**src/rtl/load_store_unit.sv**
```systemverilog
// load_store_unit
//
// Memory-access stage that sits after the ALU. It takes the effective
// address, the load/store opcode and the store data. It then runs a
// request/grant/response handshake with data memory and returns the
// extended load result for writeback. Byte order is little-endian.
//
// Misaligned halfword/word accesses and illegal opcodes finish
// immediately with a single done pulse and never touch memory. All
// outputs are registered.
//
// Ports:
//   clk, rst_n            rising-edge clock, asynchronous active-low reset
//   start                 memory op presented (sampled only in IDLE)
//   opcode                MIPS opcode (LB/LH/LW/LBU/LHU/SB/SH/SW)
//   addr                  effective address
//   wdata                 store data (rt)
//   busy                  access outstanding; pipeline holds while high
//   done                  one-cycle completion pulse
//   misaligned            valid with done; access was aborted
//   rdata                 extended load result, updated on load completion only
//   mem_req/we/addr/be/wdata  request to data memory, held until mem_gnt
//   mem_gnt               request accepted
//   mem_rvalid, mem_rdata load response (sampled only while waiting)
module load_store_unit #(
  parameter int ADDR_W = 32
) (
  input  logic              clk,
  input  logic              rst_n,
  input  logic              start,
  input  logic [5:0]        opcode,
  input  logic [ADDR_W-1:0] addr,
  input  logic [31:0]       wdata,
  output logic              busy,
  output logic              done,
  output logic              misaligned,
  output logic [31:0]       rdata,
  output logic              mem_req,
  output logic              mem_we,
  output logic [ADDR_W-1:0] mem_addr,
  output logic [3:0]        mem_be,
  output logic [31:0]       mem_wdata,
  input  logic              mem_gnt,
  input  logic              mem_rvalid,
  input  logic [31:0]       mem_rdata
);

  typedef enum logic [1:0] {IDLE, REQ, WAIT} state_t;

  typedef enum logic [1:0] {SZ_BYTE, SZ_HALF, SZ_WORD} size_t;

  state_t      state;
  size_t       size_q;
  logic        unsigned_q;
  logic [1:0]  off_q;

  // Opcode decode of the incoming request
  logic        dec_legal;
  logic        dec_load;
  logic        dec_unsigned;
  size_t       dec_size;
  logic        dec_misaligned;
  logic [3:0]  dec_be;
  logic [31:0] dec_wdata;

  always_comb begin
    dec_legal    = 1'b1;
    dec_load     = 1'b1;
    dec_unsigned = 1'b0;
    dec_size     = SZ_WORD;
    case (opcode)
      6'h20: dec_size = SZ_BYTE;
      6'h21: dec_size = SZ_HALF;
      6'h23: dec_size = SZ_WORD;
      6'h24: begin dec_size = SZ_BYTE; dec_unsigned = 1'b1; end
      6'h25: begin dec_size = SZ_HALF; dec_unsigned = 1'b1; end
      6'h28: begin dec_size = SZ_BYTE; dec_load = 1'b0; end
      6'h29: begin dec_size = SZ_HALF; dec_load = 1'b0; end
      6'h2B: begin dec_size = SZ_WORD; dec_load = 1'b0; end
      default: dec_legal = 1'b0;
    endcase
  end

  // Alignment check, byte enables and store-lane replication.
  // Loads drive the same enable pattern as stores.
  always_comb begin
    dec_misaligned = 1'b0;
    dec_be         = 4'b1111;
    dec_wdata      = wdata;
    case (dec_size)
      SZ_BYTE: begin
        dec_be    = 4'b0001 << addr[1:0];
        dec_wdata = {4{wdata[7:0]}};
      end
      SZ_HALF: begin
        dec_misaligned = addr[0];
        dec_be         = addr[1] ? 4'b1100 : 4'b0011;
        dec_wdata      = {2{wdata[15:0]}};
      end
      default: begin
        dec_misaligned = (addr[1:0] != 2'b00);
        dec_be         = 4'b1111;
        dec_wdata      = wdata;
      end
    endcase
  end

  // Load extraction. Shifting the word right by 8*offset puts the
  // addressed byte or half in the low bits. Halves are always 2-aligned
  // here, so one shifter covers both sizes.
  logic [31:0] shifted;
  logic [31:0] load_val;

  always_comb begin
    shifted  = mem_rdata >> {off_q, 3'b000};
    load_val = mem_rdata;
    case (size_q)
      SZ_BYTE: load_val = unsigned_q ? {24'h0, shifted[7:0]}
                                     : {{24{shifted[7]}}, shifted[7:0]};
      SZ_HALF: load_val = unsigned_q ? {16'h0, shifted[15:0]}
                                     : {{16{shifted[15]}}, shifted[15:0]};
      default: load_val = mem_rdata;
    endcase
  end

  // Main control FSM. busy mirrors the next state so that it is high
  // exactly while the FSM is outside IDLE. done defaults low, which makes
  // it a one-cycle pulse.
  always_ff @(posedge clk or negedge rst_n) begin
    if (!rst_n) begin
      state      <= IDLE;
      size_q     <= SZ_BYTE;
      unsigned_q <= 1'b0;
      off_q      <= 2'b00;
      busy       <= 1'b0;
      done       <= 1'b0;
      misaligned <= 1'b0;
      rdata      <= 32'h0;
      mem_req    <= 1'b0;
      mem_we     <= 1'b0;
      mem_addr   <= '0;
      mem_be     <= 4'b0000;
      mem_wdata  <= 32'h0;
    end else begin
      done <= 1'b0;
      case (state)
        IDLE: begin
          if (start) begin
            if (!dec_legal) begin
              done       <= 1'b1;
              misaligned <= 1'b0;
            end else if (dec_misaligned) begin
              done       <= 1'b1;
              misaligned <= 1'b1;
            end else begin
              misaligned <= 1'b0;
              size_q     <= dec_size;
              unsigned_q <= dec_unsigned;
              off_q      <= addr[1:0];
              mem_req    <= 1'b1;
              mem_we     <= ~dec_load;
              mem_addr   <= {addr[ADDR_W-1:2], 2'b00};
              mem_be     <= dec_be;
              mem_wdata  <= dec_wdata;
              busy       <= 1'b1;
              state      <= REQ;
            end
          end
        end
        REQ: begin
          if (mem_gnt) begin
            mem_req <= 1'b0;
            if (mem_we) begin
              done  <= 1'b1;
              busy  <= 1'b0;
              state <= IDLE;
            end else begin
              state <= WAIT;
            end
          end
        end
        WAIT: begin
          if (mem_rvalid) begin
            rdata <= load_val;
            done  <= 1'b1;
            busy  <= 1'b0;
            state <= IDLE;
          end
        end
        default: begin
          busy    <= 1'b0;
          mem_req <= 1'b0;
          state   <= IDLE;
        end
      endcase
    end
  end

endmodule

```
**config.mk**
```make
export PLATFORM = sky130hd
export DESIGN_NAME = load_store_unit
export DESIGN_NICKNAME = d
export VERILOG_FILES = /design/src/rtl/load_store_unit.sv
export SDC_FILE = /design/constraint.sdc
export NUM_CORES = 1
export LEC_CHECK = 0
export ABC_AREA = 1
export BUFFER_PORTS_ARGS = -buffer_cell sky130_fd_sc_hd__buf_2
export CORE_MARGIN = 10
export CORE_UTILIZATION = 49
export DETAILED_ROUTE_END_ITERATION = 10
export PLACE_DENSITY = 0.8
export SETUP_SLACK_MARGIN = 0.3
export SYNTH_ARGS = -nofsm -noshare
export SYNTH_HDL_FRONTEND = slang
export SYNTH_SLANG_ARGS = --single-unit
```
**constraint.sdc**
```tcl
create_clock -name clk -period 1.63 [get_ports clk]
set_clock_uncertainty 0.05 [all_clocks]
set_input_delay 0.2445 -clock clk [delete_from_list [all_inputs] [get_ports clk]]
set_output_delay 0.2445 -clock clk [all_outputs]
set_load 0.01 [all_outputs]
```
==> Implementation_results.wiki <==
{| class="wikitable"
! Metric !! Value
|-
| Simple-gate share of the synthesized area || 28.8%
|-
| Critical path capture point type || flip-flop
|-
| Worst setup timing slack at the placement stage || -64.8 ps
|-
| Status || completed
|-
| Die outline width || 125 um
|-
| CTS Root Cell || sky130_fd_sc_hd__clkbuf_8
|-
| Most used standard cell by instance count after synthesis || sky130_fd_sc_hd__nand2_1
|-
| Largest net degree at the start of global routing || 33
|-
| Area of the mapped netlist || 5450 um2
|-
| Area of the die || 15700 um2
|-
| Routed length on met2 || 9.38 mm
|-
| Max Cap Violations || 0
|-
| DIE HEIGHT || 125 um
|-
| Startpoint Class || flip-flop
|-
| Multiplexer area fraction after synthesis || 0%
|-
| Via count of the first global-routing pass || 5698
|-
| Top_reg_cell synth || sky130_fd_sc_hd__dfrtp_1
|-
| Ranking of synthesized cells by area || sky130_fd_sc_hd__dfrtp_1, sky130_fd_sc_hd__nand2_1, sky130_fd_sc_hd__o21ai_0
|-
| Final Setup Violations || 0
|-
| Type of the worst setup path || flip-flop to flip-flop
|-
| Register clock-pin slew on the reported worst setup and hold paths || 120 ps
|-
| H-tree depth || 3
|-
| Filler instances || 884
|-
| Skew-Pair Late Insertion Delay || 360 ps
|-
| Sequential area share after synthesis || 50.6%
|-
| Worst-path maximum fanout || 8
|-
| Most common library cells after synthesis || sky130_fd_sc_hd__nand2_1, sky130_fd_sc_hd__dfrtp_1, sky130_fd_sc_hd__o21ai_0
|-
| Multi-input logic area || 2580 um2
|-
| WP data arrival || 1730 ps
|-
| Number of ports placed on the die boundary || 212
|-
| GRT Overall Usage || 22.2%
|-
| DRT met1 WL || 7.97 mm
|-
| Number of flops mapped to enable cells by yosys || 0
|-
| Antenna Violating Nets Remaining || 0
|-
| Power Dens Cells || 1070 nW/um2
|-
| Detailed-routing iteration count for the pre-antenna-repair pass || 5
|-
| Effective utilization at floorplan || 50.2%
|-
| Met3 Routed Length || 1.51 mm
|-
| Antenna fix cells || 0
|-
| Post-detailed-placement half-perimeter wirelength || 13.4 mm
|-
| Last weighted congestion value of the routability-driven placer || 0.920
|-
| Post-layout minimum cycle time || 1520 ps
|-
| TritonCTS buffer count || 9
|-
| Post-placement cell area || 6810 um2
|-
| Ys async rst share || 100%
|-
| Post-Synth XOR/XNOR Area || 0%
|-
| Final-layout setup total negative slack || 0 ps
|-
| Pins Over Slew Limit || 0
|-
| Tcrit/Tclk final || 93.1%
|-
| Routed WL || 19.3 mm
|-
| Area share of fa/ha/maj cells after synthesis || 0%
|-
| Routed vias || 5779
|-
| Endpoint of the worst-slack reg-to-reg timing path || mem_addr[16]
|-
| Hold path startpoint || addr[28]
|-
| Unrepaired setup endpoints after global routing || true
|-
| Antenna violations before repair || 0
|-
| Area overhead of the layout relative to synthesis || 44.6%
|-
| Number of buffers added on ports || 209
|-
| Top routing layer in use || met4
|-
| Global route total overflow || 0
|-
| Per-instance average area after synthesis || 7.48 um2
|-
| Wire length per cell || 17.2 um
|-
| Number of storage elements in the synthesis netlist || 110
|-
| Largest area contributor in the netlist || sky130_fd_sc_hd__dfrtp_1
|-
| Largest vdd supply drop || 0.595 mV
|-
| Yosys warning total || 0
|-
| Detailed router's first-iteration violation count || 458
|-
| Proportion of layout cells with a drive suffix above 1 || 39.5%
|-
| Count of cell types in the netlist || 29
|-
| Tightest Hold Check Type || primary input to flip-flop
|-
| Std-Cell Rows || 38
|-
| Number of instances on the worst hold path || 3
|-
| Leak pwr || 0.00450 uW
|-
| Number of clock sinks seen by CTS || 110
|-
| Post-detailed-route via-to-cell ratio || 5.15
|-
| TritonCTS clock tree || yes
|-
| Terminating pin of the worst hold path || mem_addr[28]
|-
| Post-route worst setup slack || 113 ps
|-
| Count of mapped cells out of synthesis || 728
|-
| Worst EP required || 1850 ps
|-
| Largest family of logic cells by synthesized area || simple AND/OR/NAND/NOR gates
|-
| First-pass GRT wire length || 29.1 mm
|-
| Maximum count of clock buffers along a single path || 2
|-
| Worst r2r src || state[1]
|-
| Share of the synthesized area in compound gates (AO/OA/AOI/OAI) || 12.5%
|-
| Timing-limited maximum frequency || 659 MHz
|-
| Post-layout nets || 1084
|-
| Post-synth top area share || 50.6%
|-
| Final instance area || 7880 um2
|-
| FF-to-FF path depth || 8
|-
| Worst setup slack for register-to-register paths || 110 ps
|-
| Number of DRC violations after detailed routing || 0
|-
| Sequential cell area in the final layout || 2760 um2
|-
| Core area || 10800 um2
|-
| Count of final hold-check violations || 0
|}
[critical path, stage by stage, from the launching register on]
cell                      delay, ps
sky130_fd_sc_hd__dfrtp_2        460
sky130_fd_sc_hd__nor2_4         130
sky130_fd_sc_hd__nand2_2         70
sky130_fd_sc_hd__inv_2           80
sky130_fd_sc_hd__nand3_4        150
sky130_fd_sc_hd__buf_6          190
sky130_fd_sc_hd__buf_6          140
sky130_fd_sc_hd__nand2_1         80
sky130_fd_sc_hd__nand2_1         70
[routing by layer]
layer  vias up  GRT usage, %
li1       2790             -
met1      2703          27.9
met2       256          36.9
met3        30          6.76
met4         0          4.74
met5         -             0
[state kept, by name, summed over array words and instances (netlist names)]
name	count
size_q	2
busy	1
mem_we	1
rdata	32
misaligned	1
done	1
off_q	2
mem_req	1
unsigned_q	1
mem_wdata	32
mem_addr	30
state	2
mem_be	4
[worst max path at each step]
stage | start | endpoint | slack, ps | cells past startpoint
2_1_floorplan | off_q[0] | rdata[27] | 230 | 8
3_3_place_gp | opcode[4] | mem_wdata[28] | 10 | 10
3_5_place_dp | opcode[3] | mem_addr[24] | -60 | 11
4_1_cts | state[1] | mem_be[1] | 170 | 8
5_1_grt | state[1] | rdata[23] | 50 | 7
6_report | state[1] | mem_addr[16] | 110 | 8
[cell usage in the layout, fill, tap and decap left out, types with 4 or more instances in the layout]
cell type                   netlist  final
sky130_fd_sc_hd__inv_2            5      6
sky130_fd_sc_hd__o21ai_0         73     35
sky130_fd_sc_hd__nand2_2          3     28
sky130_fd_sc_hd__nand3_1         23     22
sky130_fd_sc_hd__o21ai_1          6     31
sky130_fd_sc_hd__inv_1           64     60
sky130_fd_sc_hd__dfrtp_1        110    106
sky130_fd_sc_hd__buf_12           0      9
sky130_fd_sc_hd__a21oi_2          0      6
sky130_fd_sc_hd__nand3_4          1      4
sky130_fd_sc_hd__clkbuf_8         0      9
sky130_fd_sc_hd__clkbuf_16        0      5
sky130_fd_sc_hd__buf_2           15    208
sky130_fd_sc_hd__nand2_1        317    278
sky130_fd_sc_hd__buf_4            2     23
sky130_fd_sc_hd__a21oi_1         38     32
sky130_fd_sc_hd__nand2_4          0     14
sky130_fd_sc_hd__or2_2           17     16
sky130_fd_sc_hd__o21ai_2          0     13
sky130_fd_sc_hd__o211ai_1         9      9
sky130_fd_sc_hd__nor2_1          10      6
sky130_fd_sc_hd__dfrtp_2          0      4
sky130_fd_sc_hd__buf_6            2     17
[area by class of cell]
cell class | instances | share of cell area [%]
Clock buffer | 9 | 1.57
Sequential cell | 110 | 35.0
Inverter | 72 | 3.56
Timing Repair Buffer | 270 | 23.5
Multi-Input combinational cell | 514 | 32.8
Tap cell | 140 | 2.22
Clock inverter | 7 | 1.33
[through the flow]
| stage | hold slack [ps] | utilization [%] | std cells | total power [uW] |
|---|---|---|---|---|
| 6_report | 16.8 | 72.6 | 1122 | 8430 |
| 5_1_grt | 6.01 | 72.6 | 1122 | 8960 |
| 4_1_cts | 2.02 | 67.9 | 1107 | 8140 |
| 3_5_place_dp | 156 | 62.8 | 1070 | 6190 |
| 3_3_place_gp | 157 | 62.8 | 1070 | 6120 |
| 2_1_floorplan | -101 | - | 729 | 4990 |
[logic make-up after synthesis]
kind of cell / Yosys count
AOI/OAI and AO/OA: 129
other: 1
DFF: 110
buffers and inverters: 107
and+or+nand+nor: 381
[power by group]
group          total (uW)  switching [uW]  internal, uW
logic                2910            1700          1210
clock network        1810            1050           762
registers            3710             419          3290
[timing repair]
action                     in CTS  in global routing
setup buffers                  13                  7
gates resized for setup        44                101
pin swaps                      11                 14
hold buffers                    2                  1
setup endpoints to repair     106                107
cloned                          6                  7
hold endpoints to repair       25                  1
Power figures use the tool's default switching activity.
